$ cat src/rtl/reg_nbits_piso.sv
// reg_nbits_piso: N-bit parallel-in, serial-out shift register.
//
// A word presented on In is captured by carga while idle and then shifted out LSB first on
// Sout, one bit per enabled clock. habilitar low freezes a transfer in place. ocupado marks
// the transfer window and listo pulses for one cycle once the last bit has been consumed.
//
// Ports:
//   reloj     - clock, rising edge active
//   reset     - synchronous, active-high reset; wins over carga and habilitar
//   carga     - load strobe, honoured only while idle
//   habilitar - shift enable; low holds an in-progress transfer
//   In        - parallel word to serialize
//   Sout      - serial data out, LSB first, forced to 0 while idle
//   ocupado   - high while a transfer is in progress
//   listo     - registered one-cycle completion pulse
module reg_nbits_piso #(
  parameter int unsigned N = 4
) (
  input  logic         reloj,
  input  logic         reset,
  input  logic         carga,
  input  logic         habilitar,
  input  logic [N-1:0] In,
  output logic         Sout,
  output logic         ocupado,
  output logic         listo
);

  localparam int unsigned CntW = $clog2(N + 1);
  // Counter value seen on the edge that shifts out the final bit.
  localparam logic [CntW-1:0] LastCnt = CntW'(N - 1);

  typedef enum logic [0:0] {
    StIdle  = 1'b0,
    StShift = 1'b1
  } state_e;

  state_e            state_q, state_d;
  logic [N-1:0]      sreg_q, sreg_d;
  logic [CntW-1:0]   cnt_q, cnt_d;
  logic              listo_q, listo_d;

  // State register.
  always_ff @(posedge reloj) begin
    if (reset) begin
      state_q <= StIdle;
      sreg_q  <= '0;
      cnt_q   <= '0;
      listo_q <= 1'b0;
    end else begin
      state_q <= state_d;
      sreg_q  <= sreg_d;
      cnt_q   <= cnt_d;
      listo_q <= listo_d;
    end
  end

  // Next-state logic.
  always_comb begin
    state_d = state_q;
    sreg_d  = sreg_q;
    cnt_d   = cnt_q;
    listo_d = 1'b0;

    unique case (state_q)
      StIdle: begin
        if (carga) begin
          sreg_d  = In;
          cnt_d   = '0;
          state_d = StShift;
        end
      end

      StShift: begin
        // carga and In are deliberately ignored here; the captured word is private.
        if (habilitar) begin
          sreg_d = {1'b0, sreg_q[N-1:1]};
          cnt_d  = cnt_q + CntW'(1);
          if (cnt_q == LastCnt) begin
            state_d = StIdle;
            listo_d = 1'b1;
          end
        end
      end

      default: begin
        state_d = StIdle;
      end
    endcase
  end

  // Outputs decoded straight from state so they track it with no added latency.
  always_comb begin
    ocupado = (state_q == StShift);
    Sout    = ocupado & sreg_q[0];
    listo   = listo_q;
  end

endmodule

$ cat config.mk
export PLATFORM = sky130hd
export DESIGN_NAME = reg_nbits_piso
export DESIGN_NICKNAME = d
export VERILOG_FILES = /design/src/rtl/reg_nbits_piso.sv
export SDC_FILE = /design/constraint.sdc
export NUM_CORES = 1
export LEC_CHECK = 0
export CAP_MARGIN = 20
export CORE_AREA = 2 2 39 41
export DETAILED_ROUTE_END_ITERATION = 12
export DIE_AREA = 0 0 41 43
export HOLD_SLACK_MARGIN = 0.12
export PLACE_DENSITY = 0.61
export SETUP_SLACK_MARGIN = 0.4
export SLEW_MARGIN = 20
export SYNTH_ARGS = -nofsm -noshare
export SYNTH_HDL_FRONTEND = slang
export SYNTH_SLANG_ARGS = --single-unit
$ cat constraint.sdc
create_clock -name reloj -period 1.25 [get_ports reloj]
set_input_delay 0.25 -clock reloj [delete_from_list [all_inputs] [get_ports reloj]]
set_output_delay 0.25 -clock reloj [all_outputs]
set_load 0.005 [all_outputs]
Word level (Yosys, flattened, before mapping)

Cells that the tools add are included.

Bits of input ports: 8
Bits in latches: 0
ROM bits: 0
RAM bits: 0
Memories: 0
Register bits: 9

Shift-type cells: 0
Add/sub/neg operators: 1
Reduce and logical (&&, ||, !) cells: 2
Muxes and demuxes: 11
Magnitude comparators: 0
Multipliers: 0
Eq/ne operators: 3
Bitwise operators: 3
Divide/modulo/power cells: 0

Operators with widths:

| operator            | count |
|---|---|
| $mux 4              | 2 |
| $pmux 4 s2          | 1 |
| $mux 3              | 2 |
| $pmux 3 s2          | 1 |
| $mux 1              | 4 |
| $ne 2x2->1 const B  | 2 |
| $add 3x1->3 const B | 1 |
| $eq 3x2->1 const B  | 1 |
| $reduce_or 3->1     | 1 |
| $not 1->1           | 2 |
| $pmux 1 s2          | 1 |
| $reduce_and 2->1    | 1 |
| $and 1x1->1         | 1 |

Depth between registers and ports, before layout

Gate-level depths: netlist (run 1).

Word-level depth: 4
Gate-level depth with buffers: 4
Gate-level depth less buffers: 4

Least setup slack after synthesis (run 1)

No wires, ideal clock.

Path kind: flip-flop to flip-flop
Start: register state_q, in the netlist ocupado
End: register cnt_q[0]
Required time: 1187 ps
Clock period less this slack: 1088 ps
Cell stages (with the launch flop): 4
Path slack: 162 ps
Arrival time: 1025 ps
Cell sequence: dfxtp_1 > mux2_4 > mux2_4 > nor2_2

Word-level cells in the longest chain between the ends: 3
Elaborated cells between the ends (all ways): 5
Those cells by class: eq/ne: 2; mux: 1; bitwise: 1; reduce/logical: 1

RTL lines:

| what                       | RTL line | source |
|---|---|---|
| from (decl)                | 38       | `state_e state_q, state_d;` |
| from (signal assigned)     | 46       | `state_q <= StIdle;` |
| from (signal assigned)     | 51       | `state_q <= state_d;` |
| $not 1->1                  | -        |  |
| $ne 2x2->1 (no line)       | -        |  |
| $reduce_and 2->1 (no line) | -        |  |
| to (signal assigned)       | 53       | `cnt_q <= cnt_d;` |
| to (decl)                  | 40       | `logic [CntW-1:0] cnt_q, cnt_d;` |

Parallel ways exist; a longest one is shown, timed or not.
A chain may end at the register's enable or synchronous reset.

Worst setup path after layout (run 1)

Ends and elaborated chain as after synthesis.

==> flow_summary.json, run 1 <==
{
  "drcViolationCount": 0,
  "synth_flop_cell": "sky130_fd_sc_hd__dfxtp_1",
  "run_status": "finished, final reports clean",
  "rr_endpoint": "cnt_q[0]$_SDFFE_PP0P_",
  "wirelength_um": 803,
  "synth_top_cells_by_area": "sky130_fd_sc_hd__dfxtp_1, sky130_fd_sc_hd__mux2i_1, sky130_fd_sc_hd__mux2_4",
  "detailed_place.area_um2": 544,
  "post_synth_instance_area_um2": 402,
  "worst-r2r-setup-slack_ns": 0.06,
  "synth-seq-area-share_pct": 44.9,
  "power.share.sequential_pct": 47.7,
  "worst_slack_ns": 0.0559,
  "yosys.cell_types.count": 17,
  "area_of_the_core_region_um2": 1380,
  "worst-path-buf-inv": 1,
  "finalWorstPathRequiredPeriod_ns": 1.19,
  "yosysWarnings": 0,
  "worstSetupStartpointType": "flop",
  "ios": 11,
  "comb_power_share_pct": 17.1,
  "clkPwrFrac_pct": 35.2,
  "n_antenna_cell": 0,
  "worst_voltage_drop_across_the_vdd_grid_mv": 0.698,
  "synth_top_area_cell": "sky130_fd_sc_hd__dfxtp_1",
  "max-slew-margin-rel_pct": 75.9,
  "max_freq_mhz": 837,
  "tightestPinTransition_ns": 0.360,
  "detail_route.wl_per_cell_um": 11.0,
  "width_of_the_die_um": 41,
  "cell_rows": 14,
  "place.gp.congestion": 0.658,
  "report.final.setup_viol": 0,
  "antenna_found_initial": 0,
  "slowest_stage": "sky130_fd_sc_hd__dfxtp_4",
  "postRouteAntennaNets": 0,
  "syn_nets": 49,
  "hp-start": "sreg_q[0]$_SDFFE_PP0P_",
  "cp.required_ns": 1.45,
  "critical_path.cell_chain": "buf_6, mux2_4, mux2_4, nor2_2",
  "numCtsBuffers": 3,
  "power.density_nw_per_um2": 1120,
  "end_kind": "flop",
  "critical_path.endpoint": "cnt_q[0]$_SDFFE_PP0P_",
  "synthesis.area_per_instance_um2": 10.3,
  "clock_tree.root_cell": "sky130_fd_sc_hd__clkbuf_4",
  "cts.htree.levels": 1,
  "flow.area_growth_from_synthesis_pct": 45.2,
  "worst_path_most_repeated_cell": "sky130_fd_sc_hd__mux2_4",
  "netlist_top_cells_count": "sky130_fd_sc_hd__dfxtp_1, sky130_fd_sc_hd__nor2_1, sky130_fd_sc_hd__mux2i_1",
  "critPathTopFamily": "multiplexers",
  "synth_top_area_share_pct": 44.9,
  "finalSetupTns_ns": 0,
  "grt_overflow": 0,
  "power_switching_uw": 158,
  "avgViaCountPerCell": 4.55,
  "p_leak_uw": 0.000244,
  "grt_max_degree": 10,
  "timing.hold.worst.class": "reg2reg",
  "critical_path.max_fanout": 8,
  "final_area_um2": 583,
  "cts_tree": "yes",
  "reg_to_reg_start": "ocupado$_SDFF_PP0_",
  "initial_core_util_pct": 29.0,
  "port_buffers": 10,
  "pre_cts_ws_ns": -0.148,
  "wire_length_of_the_first_global_routing_pass_um": 1330,
  "vias": 332,
  "detailedPlacementHpwl_um": 570,
  "crit_arrival_ns": 1.40,
  "number_of_detailed_route_iterations_in_the_first_pass": 2,
  "clock_sink_count": 9,
  "most_frequently_used_cell_type_in_the_post_synthesis_netlist": "sky130_fd_sc_hd__dfxtp_1",
  "max_cap_viol_count": 0,
  "detailedRoute.firstIterationViolations": 1,
  "clock-skew-final_ns": 0.00506,
  "max_stage_delay_ns": 0.35,
  "worstSetupPathType": "reg2reg",
  "clk-insertion-delay-late_ns": 0.26,
  "internal_power_consumption_uw": 492,
  "timing.final.crit_share_pct": 95.5,
  "worst_setup_hold_path_clk_slew_ns": 0.06,
  "fraction_of_power_spent_switching_nets_pct": 24.3,
  "ys_seq_elements": 9,
  "first_global_vias": 314,
  "drive_above_1_share_pct": 29.8,
  "synth-async-reset-ratio_pct": 0,
  "postSynthCellCount": 39,
  "reg2reg_depth": 4,
  "final-hold-violation-count": 0,
  "gr-usage-all-layers_pct": 12.4,
  "clock_tree.buffer_depth": 2,
  "worst_setup_path_startpoint": "ocupado$_SDFF_PP0_",
  "layout.nets": 68,
  "synth_edf_count": 0,
  "grt_setup_unrepaired": "yes",
  "critical_path_depth": 4,
  "fin_worst_hold_slack_ns": 0.497,
  "die_area_um2": 1760,
  "slew_viol_final": 0,
  "die_height_um": 43
}
==> routing by layer <==
layer	vias to the layer above	wire length, µm	global-route usage (%)
met4	0	24	10.0
met3	2	48	7.85
met2	10	381	17.2
li1	176	-	-
met1	144	348	12.3
met5	-	0	0
==> layout by cell type, fill, tap and decap left out <==
| cell type | netlist | routed |
|---|---|---|
| sky130_fd_sc_hd__clkdlybuf4s50_1 | 0 | 7 |
| sky130_fd_sc_hd__ha_1 | 2 | 1 |
| sky130_fd_sc_hd__nor2_1 | 6 | 6 |
| sky130_fd_sc_hd__a32oi_1 | 2 | 2 |
| sky130_fd_sc_hd__clkbuf_2 | 0 | 1 |
| sky130_fd_sc_hd__nor3b_1 | 1 | 1 |
| sky130_fd_sc_hd__clkbuf_4 | 0 | 3 |
| sky130_fd_sc_hd__buf_4 | 1 | 5 |
| sky130_fd_sc_hd__nand2_1 | 1 | 1 |
| sky130_fd_sc_hd__dfxtp_1 | 9 | 8 |
| sky130_fd_sc_hd__mux2i_1 | 4 | 4 |
| sky130_fd_sc_hd__and2_1 | 1 | 1 |
| sky130_fd_sc_hd__a211oi_1 | 3 | 3 |
| sky130_fd_sc_hd__inv_1 | 2 | 2 |
| sky130_fd_sc_hd__ha_2 | 0 | 1 |
| sky130_fd_sc_hd__buf_6 | 0 | 2 |
| sky130_fd_sc_hd__nor2_2 | 1 | 1 |
| sky130_fd_sc_hd__buf_2 | 0 | 1 |
| sky130_fd_sc_hd__o22ai_1 | 1 | 1 |
| sky130_fd_sc_hd__nor2b_1 | 1 | 1 |
| sky130_fd_sc_hd__clkbuf_1 | 1 | 1 |
| sky130_fd_sc_hd__dfxtp_4 | 0 | 1 |
| sky130_fd_sc_hd__mux2_4 | 2 | 2 |
| sky130_fd_sc_hd__a311oi_1 | 1 | 1 |
==> timing repair <==
| action | CTS | global route |
|---|---|---|
| setup endpoints to repair | 12 | 12 |
| buffers inserted | 2 | 0 |
| hold buffers | 0 | 0 |
| gates resized for setup | 13 | 1 |
| pin swaps | 1 | 0 |
==> how the worst min path moves through the flow <==
stage	slack [ns]	depth (start not counted)	endpoint
6_report	0.50	2	sreg_q[0]$_SDFFE_PP0P_
5_1_grt	0.53	2	sreg_q[0]$_SDFFE_PP0P_
4_1_cts	0.50	2	sreg_q[0]$_SDFFE_PP0P_
3_5_place_dp	0.49	2	cnt_q[1]$_SDFFE_PP0P_
3_3_place_gp	0.47	2	sreg_q[3]$_SDFFE_PP0P_
2_1_floorplan	0.36	1	ocupado$_SDFF_PP0_
==> logic make-up (layout without fill, tap and decap cells) <==
family	Yosys count	in the layout	synth area share (%)
adders and majority gates	2	2	6.23
muxes	6	6	17.4
and+or+nand+nor	11	11	13.1
buffers and inverters	4	22	4.67
DFF	9	9	44.9
AOI/OAI and AO/OA	7	7	13.7
==> area by class of cell <==
| cell class | count | area (µm²) |
|---|---|---|
| Clock buffer | 4 | 26.3 |
| Fill cell | 155 | 801 |
| Inverter | 2 | 7.51 |
| Multi-Input combinational cell | 26 | 205 |
| Sequential cell | 9 | 184 |
| Tap cell | 16 | 20.0 |
| Timing Repair Buffer | 16 | 140 |
==> registers in the layout, indices dropped and copies added, names as in the netlist <==
| signal | count |
|---|---|
| cnt_q | 3 |
| listo | 1 |
| ocupado | 1 |
| sreg_q | 4 |
==> power by group through the flow <==
| stage | combinational, µW | clock [µW] | sequential (µW) |
|---|---|---|---|
| global placement | 100 | 0 | 319 |
| CTS | 113 | 237 | 310 |
| global route | 122 | 264 | 312 |
| detailed placement | 102 | 0 | 320 |
| finish | 111 | 229 | 310 |
| floorplan | 55.7 | 0 | 316 |
==> per-stage QoR <==
step	total power (µW)	cells	utilization, %
2_1_floorplan	372	39	-
3_3_place_gp	420	67	39.3
3_5_place_dp	422	67	39.3
4_1_cts	660	73	42.5
5_1_grt	698	73	42.1
6_report	650	73	42.1
==> worst min-delay path, cell delays in order (launching register included) <==
cell,delay [ns]
sky130_fd_sc_hd__dfxtp_1,0.31
sky130_fd_sc_hd__nor2_1,0.09
sky130_fd_sc_hd__a211oi_1,0.05
No activity file was read; power rests on OpenSTA's default activity.
==> run 2: changes to the inputs <==
Clock period 1.25 ns to 1.2 ns, I/O delays scaled along.
==> run 2 against run 1 <==
Non-clock buffer count unchanged. Via count decreased by 0.30%. Routed wire length unchanged. Sequential share of layout area unchanged. Sequential power increased by 4%. Highest routed layer unchanged.
==> flow_summary.json, run 2 (synthesis gave the netlist of run 1 again) <==
{
  "max-slew-margin-rel_pct": 75.9,
  "drive_above_1_share_pct": 29.8,
  "p_leak_uw": 0.000245,
  "grt_max_degree": 10,
  "grt_overflow": 0,
  "flip_flop_count_of_the_largest_register_all_copies_and_words_added": 4,
  "detailed_place.area_um2": 544,
  "slowest_stage": "sky130_fd_sc_hd__dfxtp_4",
  "max_stage_delay_ns": 0.35,
  "critical_path.cell_chain": "buf_6, mux2_4, mux2_4, nor2_2",
  "clkPwrFrac_pct": 35.2,
  "reg2reg_depth": 4,
  "tightestPinTransition_ns": 0.360,
  "avgViaCountPerCell": 4.53,
  "timing.final.crit_share_pct": 99.6,
  "final_util_pct": 42.1,
  "detailedRoute.firstIterationViolations": 1,
  "cell_rows": 14,
  "first_global_vias": 314,
  "worst_setup_hold_path_clk_slew_ns": 0.06,
  "end_kind": "flop",
  "design_power_total_uw": 677,
  "worst_slack_ns": 0.00526,
  "detail_route.wl_per_cell_um": 11.0,
  "slew_viol_final": 0,
  "n_antenna_cell": 0,
  "mostFrequentLayoutCells": "sky130_fd_sc_hd__dfxtp_1, sky130_fd_sc_hd__clkdlybuf4s50_1, sky130_fd_sc_hd__nor2_1",
  "run_status": "finished, final reports clean",
  "vias": 331,
  "critPathTopFamily": "multiplexers",
  "numCtsBuffers": 3,
  "clock_tree.buffer_depth": 2,
  "power.density_nw_per_um2": 1160,
  "regMostFlops": "sreg_q",
  "die_area_um2": 1760,
  "clock_sink_count": 9,
  "fin_worst_hold_slack_ns": 0.497,
  "worst_path_most_repeated_cell": "sky130_fd_sc_hd__mux2_4",
  "critical_path.endpoint": "cnt_q[0]$_SDFFE_PP0P_",
  "port_buffers": 10,
  "initial_core_util_pct": 29.0,
  "layout_commonest_cell": "sky130_fd_sc_hd__dfxtp_1",
  "critical_path_depth": 4,
  "critical_path.max_fanout": 8,
  "worst_voltage_drop_across_the_vdd_grid_mv": 0.727,
  "wire_length_of_the_first_global_routing_pass_um": 1330,
  "crit_arrival_ns": 1.40,
  "cts_tree": "yes",
  "worstSetupPathType": "reg2reg",
  "postRouteAntennaNets": 0,
  "pre_cts_ws_ns": -0.188,
  "comb_power_share_pct": 17.1,
  "worst-r2r-setup-slack_ns": 0.005,
  "final_area_um2": 583,
  "worstSetupStartpointType": "flop",
  "max_cap_viol_count": 0,
  "clock-skew-final_ns": 0.00506,
  "largest_registers": "sreg_q x4, cnt_q x3",
  "reg_to_reg_start": "ocupado$_SDFF_PP0_",
  "number_of_detailed_route_iterations_in_the_first_pass": 2,
  "rr_endpoint": "cnt_q[0]$_SDFFE_PP0P_",
  "worst-path-buf-inv": 1,
  "clk-insertion-delay-late_ns": 0.26,
  "die_height_um": 43,
  "detailedPlacementHpwl_um": 570,
  "width_of_the_die_um": 41,
  "cts.htree.levels": 1,
  "fillCellCount": 155,
  "ios": 11,
  "place.gp.congestion": 0.658,
  "cp.required_ns": 1.40,
  "area_of_the_core_region_um2": 1380,
  "power_switching_uw": 164,
  "layout.nets": 68,
  "drcViolationCount": 0,
  "fraction_of_power_spent_switching_nets_pct": 24.3,
  "max_freq_mhz": 837,
  "flow.area_growth_from_synthesis_pct": 45.2,
  "clock_tree.root_cell": "sky130_fd_sc_hd__clkbuf_4",
  "wirelength_um": 803,
  "finalWorstPathRequiredPeriod_ns": 1.19,
  "internal_power_consumption_uw": 513,
  "antenna_found_initial": 0,
  "final-hold-violation-count": 0,
  "grt_setup_unrepaired": "yes",
  "report.final.setup_viol": 0,
  "timing.hold.worst.class": "reg2reg",
  "power.share.sequential_pct": 47.7,
  "worst_setup_path_startpoint": "ocupado$_SDFF_PP0_",
  "gr-usage-all-layers_pct": 12.4
}
run 2: metrics by stage:
stage / TNS [ns] / instances
4_1_cts: 0 / 73
3_3_place_gp: -0.590 / 67
2_1_floorplan: 0 / 39
3_5_place_dp: -0.777 / 67
5_1_grt: -0.0326 / 73
6_report: 0 / 73
run 2: routing by layer:
layer  GRT usage [%]  wire length, µm  up-vias
met1            12.3              349      143
li1                -                -      176
met4            10.0               24        0
met2            17.2              381       10
met5               0                0        -
met3            7.85               48        2
run 2: power groups by stage:
stage	logic [µW]	clock network [µW]	registers, µW
CTS	118	247	323
floorplan	58.1	0	329
global placement	104	0	333
detailed placement	106	0	333
global route	127	275	325
finish	116	238	323
run 2: worst min-delay path, stage by stage, from the launching register on:
cell and delay [ns]:
sky130_fd_sc_hd__dfxtp_1 0.31, sky130_fd_sc_hd__nor2_1 0.09, sky130_fd_sc_hd__a211oi_1 0.05
run 2: worst min-delay path by stage:
stage                                 startpoint                endpoint  slack (ns)  cells after the start
final                     sreg_q[0]$_SDFFE_PP0P_  sreg_q[0]$_SDFFE_PP0P_        0.50                      2
after global routing      sreg_q[0]$_SDFFE_PP0P_  sreg_q[0]$_SDFFE_PP0P_        0.53                      2
after CTS                 sreg_q[0]$_SDFFE_PP0P_  sreg_q[0]$_SDFFE_PP0P_        0.50                      2
after detailed placement   cnt_q[1]$_SDFFE_PP0P_   cnt_q[1]$_SDFFE_PP0P_        0.49                      2
after global placement    sreg_q[3]$_SDFFE_PP0P_  sreg_q[3]$_SDFFE_PP0P_        0.47                      2
after floorplan                        habilitar      ocupado$_SDFF_PP0_        0.35                      1
run 2: cell type report:
type                    count  area, µm²  share of cell area, %
clock buffers               4       26.3                   4.51
flip-flops and latches      9        184                   31.5
well taps                  16       20.0                   3.43
inverters                   2       7.51                   1.29
repair buffers             16        140                   24.0
multi-input cells          26        205                   35.2
run 2: timing repair:
item,4_1_cts,5_1_grt
pin swaps,1,0
resized for setup,13,2
hold buffers,0,0
setup buffers,2,0
setup endpoints to repair,12,12
